**config.mk**
```make
export PLATFORM = sky130hd
export DESIGN_NAME = conv1d_sequencer
export DESIGN_NICKNAME = d
export VERILOG_FILES = /design/src/rtl/conv1d_sequencer.sv
export SDC_FILE = /design/constraint.sdc
export NUM_CORES = 1
export LEC_CHECK = 0
export ABC_AREA = 1
export CELL_PAD_IN_SITES_DETAIL_PLACEMENT = 1
export CELL_PAD_IN_SITES_GLOBAL_PLACEMENT = 1
export CORE_AREA = 4 4 236 238
export CTS_BUF_LIST = sky130_fd_sc_hd__clkbuf_8
export DETAILED_ROUTE_END_ITERATION = 10
export DIE_AREA = 0 0 240 242
export PLACE_DENSITY = 0.83
export REMOVE_ABC_BUFFERS = 1
export SLEW_MARGIN = 20
export SYNTH_ARGS = -nofsm -noshare
export SYNTH_HDL_FRONTEND = slang
export SYNTH_SLANG_ARGS = --single-unit
```
**constraint.sdc**
```tcl
create_clock -name clk -period 12.1 [get_ports clk]
set_clock_uncertainty 0.15 [all_clocks]
set_input_delay 2.42 -clock clk [delete_from_list [all_inputs] [get_ports clk]]
set_output_delay 2.42 -clock clk [all_outputs]
set_load 0.1 [all_outputs]
```
**src/rtl/conv1d_sequencer.sv**
```systemverilog
// conv1d_sequencer: kernel-8, pad-4 1-D convolution sequencer over the CFU word buffers.
// Optional build macro CONV1D_SEQ_RELU_EN clamps negative results to zero at the write port.
module conv1d_sequencer (
  input  logic        clk,
  input  logic        reset,
  input  logic        start,
  input  logic [10:0] cfg_len,
  input  logic [7:0]  cfg_ch,
  input  logic [31:0] cfg_bias,
  input  logic [8:0]  cfg_input_offset,
  output logic        busy,
  output logic        done,
  output logic        in_rd_en,
  output logic [14:0] in_rd_addr,
  input  logic [31:0] in_rd_data,
  output logic        k_rd_en,
  output logic [7:0]  k_rd_addr,
  input  logic [31:0] k_rd_data,
  output logic        out_wr_valid,
  input  logic        out_wr_ready,
  output logic [9:0]  out_wr_addr,
  output logic [31:0] out_wr_data
);
  localparam logic [10:0] MAX_LEN    = 11'd1024;
  localparam logic [5:0]  MAX_GROUPS = 6'd32;
  localparam logic [2:0]  LAST_TAP   = 3'd7;
  localparam logic [11:0] PADDING    = 12'd4;

  typedef enum logic [2:0] {S_IDLE, S_RUN, S_DRAIN, S_WRITE, S_DONE} state_t;
  state_t r_state, w_state_next;

  logic [10:0]        r_len;
  logic [5:0]         r_groups;
  logic [31:0]        r_bias;
  logic [8:0]         r_offset;
  logic [9:0]         r_p;
  logic [2:0]         r_k;
  logic [4:0]         r_g;
  logic               r_drain;
  logic               r_tap_v;
  logic signed [19:0] r_prod;
  logic [31:0]        r_acc;

  logic [10:0] w_len_eff;
  logic [5:0]  w_groups_eff;
  logic [11:0] w_row;
  logic        w_in_range;
  logic        w_last_slot;
  logic        w_last_pos;
  logic [31:0] w_sum;
  logic [31:0] w_result;

  assign w_len_eff    = (cfg_len > MAX_LEN) ? MAX_LEN : cfg_len;
  // A channel count of 128 or more saturates at the buffer row width.
  assign w_groups_eff = (cfg_ch >= 8'd128) ? MAX_GROUPS : 6'(cfg_ch >> 2);

  // row = p + k - 4 in 12-bit two's complement; bit 11 flags the left pad.
  assign w_row       = {2'b00, r_p} + {9'b0, r_k} - PADDING;
  assign w_in_range  = !w_row[11] && (w_row[10:0] < r_len);
  assign w_last_slot = (r_k == LAST_TAP) && ({1'b0, r_g} == r_groups - 6'd1);
  assign w_last_pos  = ({1'b0, r_p} == r_len - 11'd1);

  logic signed [17:0] w_lane_prod [4];
  logic signed [19:0] w_lane_sum;

  for (genvar gi = 0; gi < 4; gi++) begin : g_lane
    logic signed [9:0] w_act;
    logic signed [7:0] w_wgt;
    assign w_act = $signed({{2{in_rd_data[31-8*gi]}}, in_rd_data[31-8*gi -: 8]})
                 + $signed({r_offset[8], r_offset});
    assign w_wgt = $signed(k_rd_data[31-8*gi -: 8]);
    assign w_lane_prod[gi] = 18'(w_act) * 18'(w_wgt);
  end

  assign w_lane_sum = 20'(w_lane_prod[0]) + 20'(w_lane_prod[1])
                    + 20'(w_lane_prod[2]) + 20'(w_lane_prod[3]);

  assign w_sum = r_acc + r_bias;
`ifdef CONV1D_SEQ_RELU_EN
  assign w_result = w_sum[31] ? 32'd0 : w_sum;
`else
  assign w_result = w_sum;
`endif

  always_ff @(posedge clk) begin
    if (reset) begin
      r_state <= S_IDLE;
    end else begin
      r_state <= w_state_next;
    end
  end

  always_comb begin
    w_state_next = r_state;
    busy         = 1'b0;
    done         = 1'b0;
    in_rd_en     = 1'b0;
    k_rd_en      = 1'b0;
    in_rd_addr   = '0;
    k_rd_addr    = '0;
    out_wr_valid = 1'b0;
    out_wr_addr  = '0;
    out_wr_data  = '0;
    case (r_state)
      S_IDLE: begin
        if (start) begin
          w_state_next = (w_len_eff == 11'd0 || w_groups_eff == 6'd0) ? S_DONE : S_RUN;
        end
      end
      S_RUN: begin
        busy = 1'b1;
        if (w_in_range) begin
          in_rd_en   = 1'b1;
          k_rd_en    = 1'b1;
          in_rd_addr = {w_row[9:0], r_g};
          k_rd_addr  = {r_k, r_g};
        end
        if (w_last_slot) w_state_next = S_DRAIN;
      end
      S_DRAIN: begin
        busy = 1'b1;
        if (r_drain) w_state_next = S_WRITE;
      end
      S_WRITE: begin
        busy         = 1'b1;
        out_wr_valid = 1'b1;
        out_wr_addr  = r_p;
        out_wr_data  = w_result;
        if (out_wr_ready) w_state_next = w_last_pos ? S_DONE : S_RUN;
      end
      S_DONE: begin
        done         = 1'b1;
        w_state_next = S_IDLE;
      end
      default: w_state_next = S_IDLE;
    endcase
  end

  // Out-of-range slots push a zero product so the accumulate stage never needs gating.
  always_ff @(posedge clk) begin
    if (reset) begin
      r_len    <= '0;
      r_groups <= '0;
      r_bias   <= '0;
      r_offset <= '0;
      r_p      <= '0;
      r_k      <= '0;
      r_g      <= '0;
      r_drain  <= 1'b0;
      r_tap_v  <= 1'b0;
      r_prod   <= '0;
      r_acc    <= '0;
    end else begin
      r_tap_v <= (r_state == S_RUN) && w_in_range;
      r_prod  <= r_tap_v ? w_lane_sum : 20'sd0;
      r_acc   <= r_acc + {{12{r_prod[19]}}, r_prod};
      case (r_state)
        S_IDLE: begin
          if (start) begin
            r_len    <= w_len_eff;
            r_groups <= w_groups_eff;
            r_bias   <= cfg_bias;
            r_offset <= cfg_input_offset;
            r_p      <= '0;
            r_k      <= '0;
            r_g      <= '0;
            r_acc    <= '0;
          end
        end
        S_RUN: begin
          r_drain <= 1'b0;
          r_k     <= r_k + 3'd1;
          if (r_k == LAST_TAP) r_g <= w_last_slot ? 5'd0 : r_g + 5'd1;
        end
        S_DRAIN: r_drain <= 1'b1;
        S_WRITE: begin
          if (out_wr_ready) begin
            r_acc <= '0;
            if (!w_last_pos) r_p <= r_p + 10'd1;
          end
        end
        default: ;
      endcase
    end
  end
endmodule
```
==> results of run 1 <==
## cell type report
| class | instances | share of cell area, % |
|---|---|---|
| inverters | 777 | 10.6 |
| repair buffers | 200 | 7.23 |
| flip-flops and latches | 133 | 9.70 |
| multi-input cells | 2343 | 67.8 |
| clock inverters | 15 | 0.657 |
| well taps | 696 | 3.17 |
| clock buffers | 17 | 0.853 |
## through the flow
| step | utilization (%) | setup WS (ps) | instance area (µm²) |
|---|---|---|---|
| 6_report | 51.2 | 1570 | 27400 |
| 5_1_grt | 51.2 | 1070 | 27400 |
| 3_3_place_gp | 50.4 | 1320 | 27000 |
| 2_1_floorplan | - | 2570 | 24200 |
| 4_1_cts | 51.2 | 1630 | 27400 |
| 3_5_place_dp | 50.4 | 1120 | 27000 |
## state kept, by name (all words and copies together), names as in the netlist
| signal | count |
|---|---|
| r_acc | 32 |
| r_len | 11 |
| r_g | 5 |
| r_tap_v | 1 |
| r_state | 3 |
| r_p | 10 |
| r_prod | 20 |
| r_drain | 1 |
| r_groups | 6 |
| r_k | 3 |
| r_bias | 32 |
| r_offset | 9 |
## Yosys cell counts, drive strengths merged
master,instances
inv,769
nand2,653
nor2,391
fa,380
ha,240
a21oi,219
dfxtp,133
nand3,115
o21ai,87
xor2,51
or2,31
clkbuf,28
nand4,26
xnor2,25
buf,23
o21bai,22
nor3,18
a21o,14
o211ai,12
o21a,11
o22ai,9
clkinv,8
a31oi,7
nor4,7
a211oi,5
nand3b,5
and3,3
o221ai,3
a21boi,2
a22oi,2
nor3b,2
a2111oi,1
a221oi,1
o31ai,1
## worst max path at each step
| stage | start | endpoint | slack, ps | depth (start not counted) |
|---|---|---|---|---|
| after CTS | in_rd_data[18] | r_prod[19] | 1630 | 29 |
| after floorplan | in_rd_data[20] | r_prod[15] | 2570 | 30 |
| final | in_rd_data[24] | r_prod[15] | 1570 | 29 |
| after global placement | in_rd_data[24] | r_prod[18] | 1320 | 30 |
| after detailed placement | in_rd_data[18] | r_prod[19] | 1120 | 29 |
| after global routing | in_rd_data[24] | r_prod[18] | 1070 | 30 |
## metal layers
metal | up-vias | wire [µm] | GRT usage (%)
met5 | - | 0 | 0
met4 | 0 | 3680 | 11.3
li1 | 10400 | - | -
met2 | 454 | 42100 | 52.0
met3 | 147 | 2800 | 2.19
met1 | 11000 | 32900 | 34.1
## worst max-delay path, delay by kind of cell
kind	cells	cell delay (ps)
AO/OA/AOI/OAI	6	1190
XOR/XNOR	1	760
AND/OR/NAND/NOR	6	740
buffers and inverters	5	720
adder cells (fa/ha/maj)	11	4950
## kinds of logic after synthesis
logic type	share of synthesized area (%)
buffers and inverters	12.9
adders and majority gates	43.5
xor gates and xnor gates	2.73
DFF	10.9
and+or+nand+nor	21.0
AOI/OAI and AO/OA	9.01
==> results.txt, run 1 <==
----------------------------------------------------
[Global route]
  First-pass GRT wire length ... 130 mm
  Number of antenna violations at the first check in global routing ... 0
  Leftover overflow at the end of global routing ... 0
  Pin count of the biggest net entering global routing ... 62
  Number of global-route vias before repair ... 24700
  Aggregate global-route resource usage ... 28.3%

[Floorplanning]
  Die height ... 242 µm
  Starting density of the core ... between 40% and 50%
  Die extent in x ... 240 µm
  Num ports ... 198
  Row count ... 85
  Core region area ... between 50000 and 60000 µm²
  Die area ... 58100 µm²

[CTS]
  Max clock buf depth ... 2
  CTS H-tree lvls ... 4
  Number of clock sinks seen by CTS ... roughly 130
  Clock transition time at the flip-flop clock pins of the worst setup and hold paths ... 80 ps
  Clock latency on the worst-skew pair ... around 480 ps
  Post-CTS setup-driven buffer insertion count ... 0
  # hold bufs at CTS ... 0
  Inserted Clock Buffers ... 17
  Root Driver ... sky130_fd_sc_hd__clkbuf_8
  CTS resizes ... 0
  TritonCTS clock tree ... done

[Detailed routing]
  Post-route antenna net violation count ... 0
  Detailed-route via count ... around 22000
  Final wirelength ... 81.5 mm
  Routed WL per cell ... 19.5 µm
  Number of DRC markers after the initial detailed-route iteration ... around 1100
  Via density per instance ... around 5.3
  Detailed-router iteration count before antenna repair ... 5
  DRC violation count after routing ... 0

[Yosys]
  Number of warnings reported in the yosys synthesis log ... 0
  Cell count after synthesis ... between 3000 and 4000
  Area fraction of the dominant cell type after synthesis ... 31.2%
  Fraction of the yosys area taken by sequential cells ... a little over a tenth
  Cell taking the most area after synthesis ... sky130_fd_sc_hd__fa_1
  Leading cell types by total area after synthesis ... sky130_fd_sc_hd__fa_1 (31%), sky130_fd_sc_hd__ha_1 (12%), sky130_fd_sc_hd__inv_1 (12%)
  Area of the mapped netlist ... 24400 µm²
  Syn Area/Cell ... ~7.4 µm²
  Synth unique cells ... between 40 and 50
  Number of register bits inferred by synthesis ... about 130

[Setup path]
  R2r setup slk ... between 3000 and 4000 ps
  CP max FO ... 8
  Required time worst endpoint ... roughly 12000 ps
  Startpoint Class ... input pin
  Crit. End Element ... register
  Crit Path Class ... in -> reg
  Most common cell type on the critical path ... sky130_fd_sc_hd__fa_1
  R2r worst-path depth ... 27
  CP peak stage delay ... 760 ps
  Reg-to-Reg End ... r_prod[15]
  Critical path arrival ... 10800 ps
  Start of the worst register-to-register path ... r_offset[1]
  Worst-path cell with the longest stage delay ... sky130_fd_sc_hd__xor2_1

[Hold path]
  WHS Endpoint ... r_bias[27]
  HP Class ... reg -> reg
  Start point of the worst min-delay path ... r_bias[27]
  Worst hold path depth ... 2

[Placement]
  Number of buffers added on ports ... 195
  Inst Count DP ... between 4000 and 5000
  Placer Congestion ... 0.983
  Hpwl dp ... 71.8 mm

[Cells and area]
  Combined area of the multi-input logic cells ... 18600 µm²
  Register Area ... 2660 µm²
  Most frequent cells in the layout ... sky130_fd_sc_hd__inv_1 (767), sky130_fd_sc_hd__nand2_1 (649), sky130_fd_sc_hd__nor2_1 (384)
  Total of fill cells in the finished design ... 6833
  Final Non-Filler Cells ... about 4200
  Total number of nets in the final design ... roughly 4200
  Most common cell after layout, fill and taps aside ... sky130_fd_sc_hd__inv_1
  Share of cells above drive strength 1 ... 2.44%
  Antenna Cells ... 0
  Layout Area Growth over Synthesis ... 12.5%

[Timing]
  Top achievable clock speed ... 94.9 MHz
  Final Hold Violating Endpoints ... 0
  Total count of max-transition violations in the final report ... 0
  RSZ-0062 raised after global routing ... no
  Slew HR ... 32.4%
  Min Tclk post-route ... 10530 ps
  Slew at the pin closest to its max-slew limit ... 1010 ps
  Total Negative Setup Slacks ... 0 ps
  Hold Slack ... 326 ps
  Setup violation total in the final timing report ... 0
  Tcrit/Tclk final ... 87.1%

[Outcome]
  Outcome ... completed

[Flow run]
  Max-cap violations ... 0

----------------------------------------------------
Power of run 1 is left out: the tool's default activity adds up to more than one toggle a clock period on the data nets, which glitch-free logic cannot reach.
==> run 2, diff against run 1 <==
Settings changed: CTS_BUF_LIST sky130_fd_sc_hd__clkbuf_8 to sky130_fd_sc_hd__clkbuf_4.
==> results.txt, run 2 (synthesis results as in run 1) <==
----------------------------------------------------
[Outcome]
  Outcome ... completed

[CTS]
  Post-CTS setup-driven buffer insertion count ... 0
  Clock transition time at the flip-flop clock pins of the worst setup and hold paths ... 130 ps
  CTS resizes ... 0
  Max clock buf depth ... 2
  Inserted Clock Buffers ... 17
  # hold bufs at CTS ... 0
  Root Driver ... sky130_fd_sc_hd__clkbuf_4
  CTS H-tree lvls ... 4
  TritonCTS clock tree ... done
  Clock latency on the worst-skew pair ... 610 ps
  Number of clock sinks seen by CTS ... 133

[Detailed routing]
  Post-route antenna net violation count ... 0
  Final wirelength ... 81.4 mm
  Routed WL per cell ... 19.5 µm
  Detailed-route via count ... 22000
  Number of DRC markers after the initial detailed-route iteration ... 1186
  DRC violation count after routing ... 0
  Via density per instance ... 5.26
  Detailed-router iteration count before antenna repair ... 5

[Hold path]
  WHS Endpoint ... r_bias[27]
  HP Class ... reg -> reg
  Start point of the worst min-delay path ... r_bias[27]
  Worst hold path depth ... 2

[Floorplanning]
  Die area ... 58100 µm²
  Die extent in x ... 240 µm
  Num ports ... 198
  Die height ... 242 µm
  Core region area ... roughly 54000 µm²
  Row count ... 85
  Starting density of the core ... 45.5%

[Setup path]
  R2r worst-path depth ... 27
  Crit Path Class ... in -> reg
  Startpoint Class ... input pin
  R2r setup slk ... ~3200 ps
  CP max FO ... 8
  Most common cell type on the critical path ... sky130_fd_sc_hd__fa_1
  Required time worst endpoint ... 12480 ps
  Worst-path cell with the longest stage delay ... sky130_fd_sc_hd__xor2_1
  Reg-to-Reg End ... r_prod[15]
  Critical path arrival ... approximately 11000 ps
  Start of the worst register-to-register path ... r_offset[1]
  Crit. End Element ... register
  CP peak stage delay ... 760 ps

[Timing]
  Tcrit/Tclk final ... 86.1%
  RSZ-0062 raised after global routing ... no
  Slew at the pin closest to its max-slew limit ... 1010 ps
  Setup violation total in the final timing report ... 0
  Total count of max-transition violations in the final report ... 0
  Top achievable clock speed ... 96.0 MHz
  Total Negative Setup Slacks ... 0 ps
  Min Tclk post-route ... roughly 10000 ps
  Post-route setup slack ... 1690 ps
  Final Hold Violating Endpoints ... 0
  Slew HR ... 32.4%

[Cells and area]
  Largest registers ... r_acc x32, r_bias x32, r_prod x20
  Final design utilization ... approximately 51%
  Layout Area Growth over Synthesis ... 12.1%
  Share of cells above drive strength 1 ... 2.50%
  Most frequent cells in the layout ... sky130_fd_sc_hd__inv_1 (765), sky130_fd_sc_hd__nand2_1 (649), sky130_fd_sc_hd__nor2_1 (384)
  Total of fill cells in the finished design ... 6853
  Total number of nets in the final design ... ~4200
  Final Non-Filler Cells ... around 4200
  Most common cell after layout, fill and taps aside ... sky130_fd_sc_hd__inv_1

[Global route]
  Number of global-route vias before repair ... 24700
  First-pass GRT wire length ... about 130 mm
  Number of antenna violations at the first check in global routing ... 1
  Leftover overflow at the end of global routing ... 0
  Pin count of the biggest net entering global routing ... 62
  Aggregate global-route resource usage ... 28.3%

[Placement]
  Hpwl dp ... 71.8 mm
  Placer Congestion ... 0.983
  Number of buffers added on ports ... about 200
  Inst Count DP ... 4149
  Pre-CTS setup slack ... approximately 1100 ps

[Flow run]
  Max-cap violations ... 0

----------------------------------------------------
## run 2: cell types whose count changed in the layout (fill, tap and decap cells not counted), sizes merged
| cell | change |
|---|---|
| clkbuf | +2 |
| diode | +1 |
| inv | -2 |
## run 2: metal layers
layer | track usage (%) | part of all wire (%) | vias up
met4 | 11.3 | 4.6 | 0
met5 | 0 | 0 | -
met1 | 34.2 | 41 | 11000
met2 | 51.8 | 52 | 459
met3 | 2.20 | 3.2 | 153
li1 | - | - | 10400
## run 2: final cells by class
cell class                 instances  area [µm²]  share of cell area, %
sequential                       133        2660                   9.74
clock inverter                    13         173                  0.631
timing repair buffer             200        1980                   7.26
inverter                         777        2920                   10.7
tap                              696         871                   3.18
antenna                            1        2.50                0.00915
clock buffer                      19         143                  0.522
multi-input combinational       2343       18600                   68.0
## run 2: worst max path at each step
| stage | to | from | slack, ps | cells after the start |
|---|---|---|---|---|
| 5_1_grt | r_prod[18] | in_rd_data[24] | 1220 | 30 |
| 4_1_cts | r_prod[19] | in_rd_data[18] | 1780 | 29 |
| 3_5_place_dp | r_prod[19] | in_rd_data[18] | 1120 | 29 |
| 3_3_place_gp | r_prod[18] | in_rd_data[24] | 1320 | 30 |
| 6_report | r_prod[15] | in_rd_data[24] | 1690 | 29 |
| 2_1_floorplan | r_prod[15] | in_rd_data[20] | 2570 | 30 |
## run 2: per-stage QoR
stage | instance area (µm²) | hold slack (ps)
4_1_cts | 27300 | 334
6_report | 27300 | 332
2_1_floorplan | 24200 | 280
3_3_place_gp | 27000 | 294
5_1_grt | 27300 | 356
3_5_place_dp | 27000 | 314
## run 2: critical path, delay by kind of cell
family	cells	cell delay, ps
simple gates	6	740
compound gates	6	1190
buf+inv	5	720
xor+xnor	1	760
fa+ha+maj	11	4960
Power of run 2 is left out for the same reason.
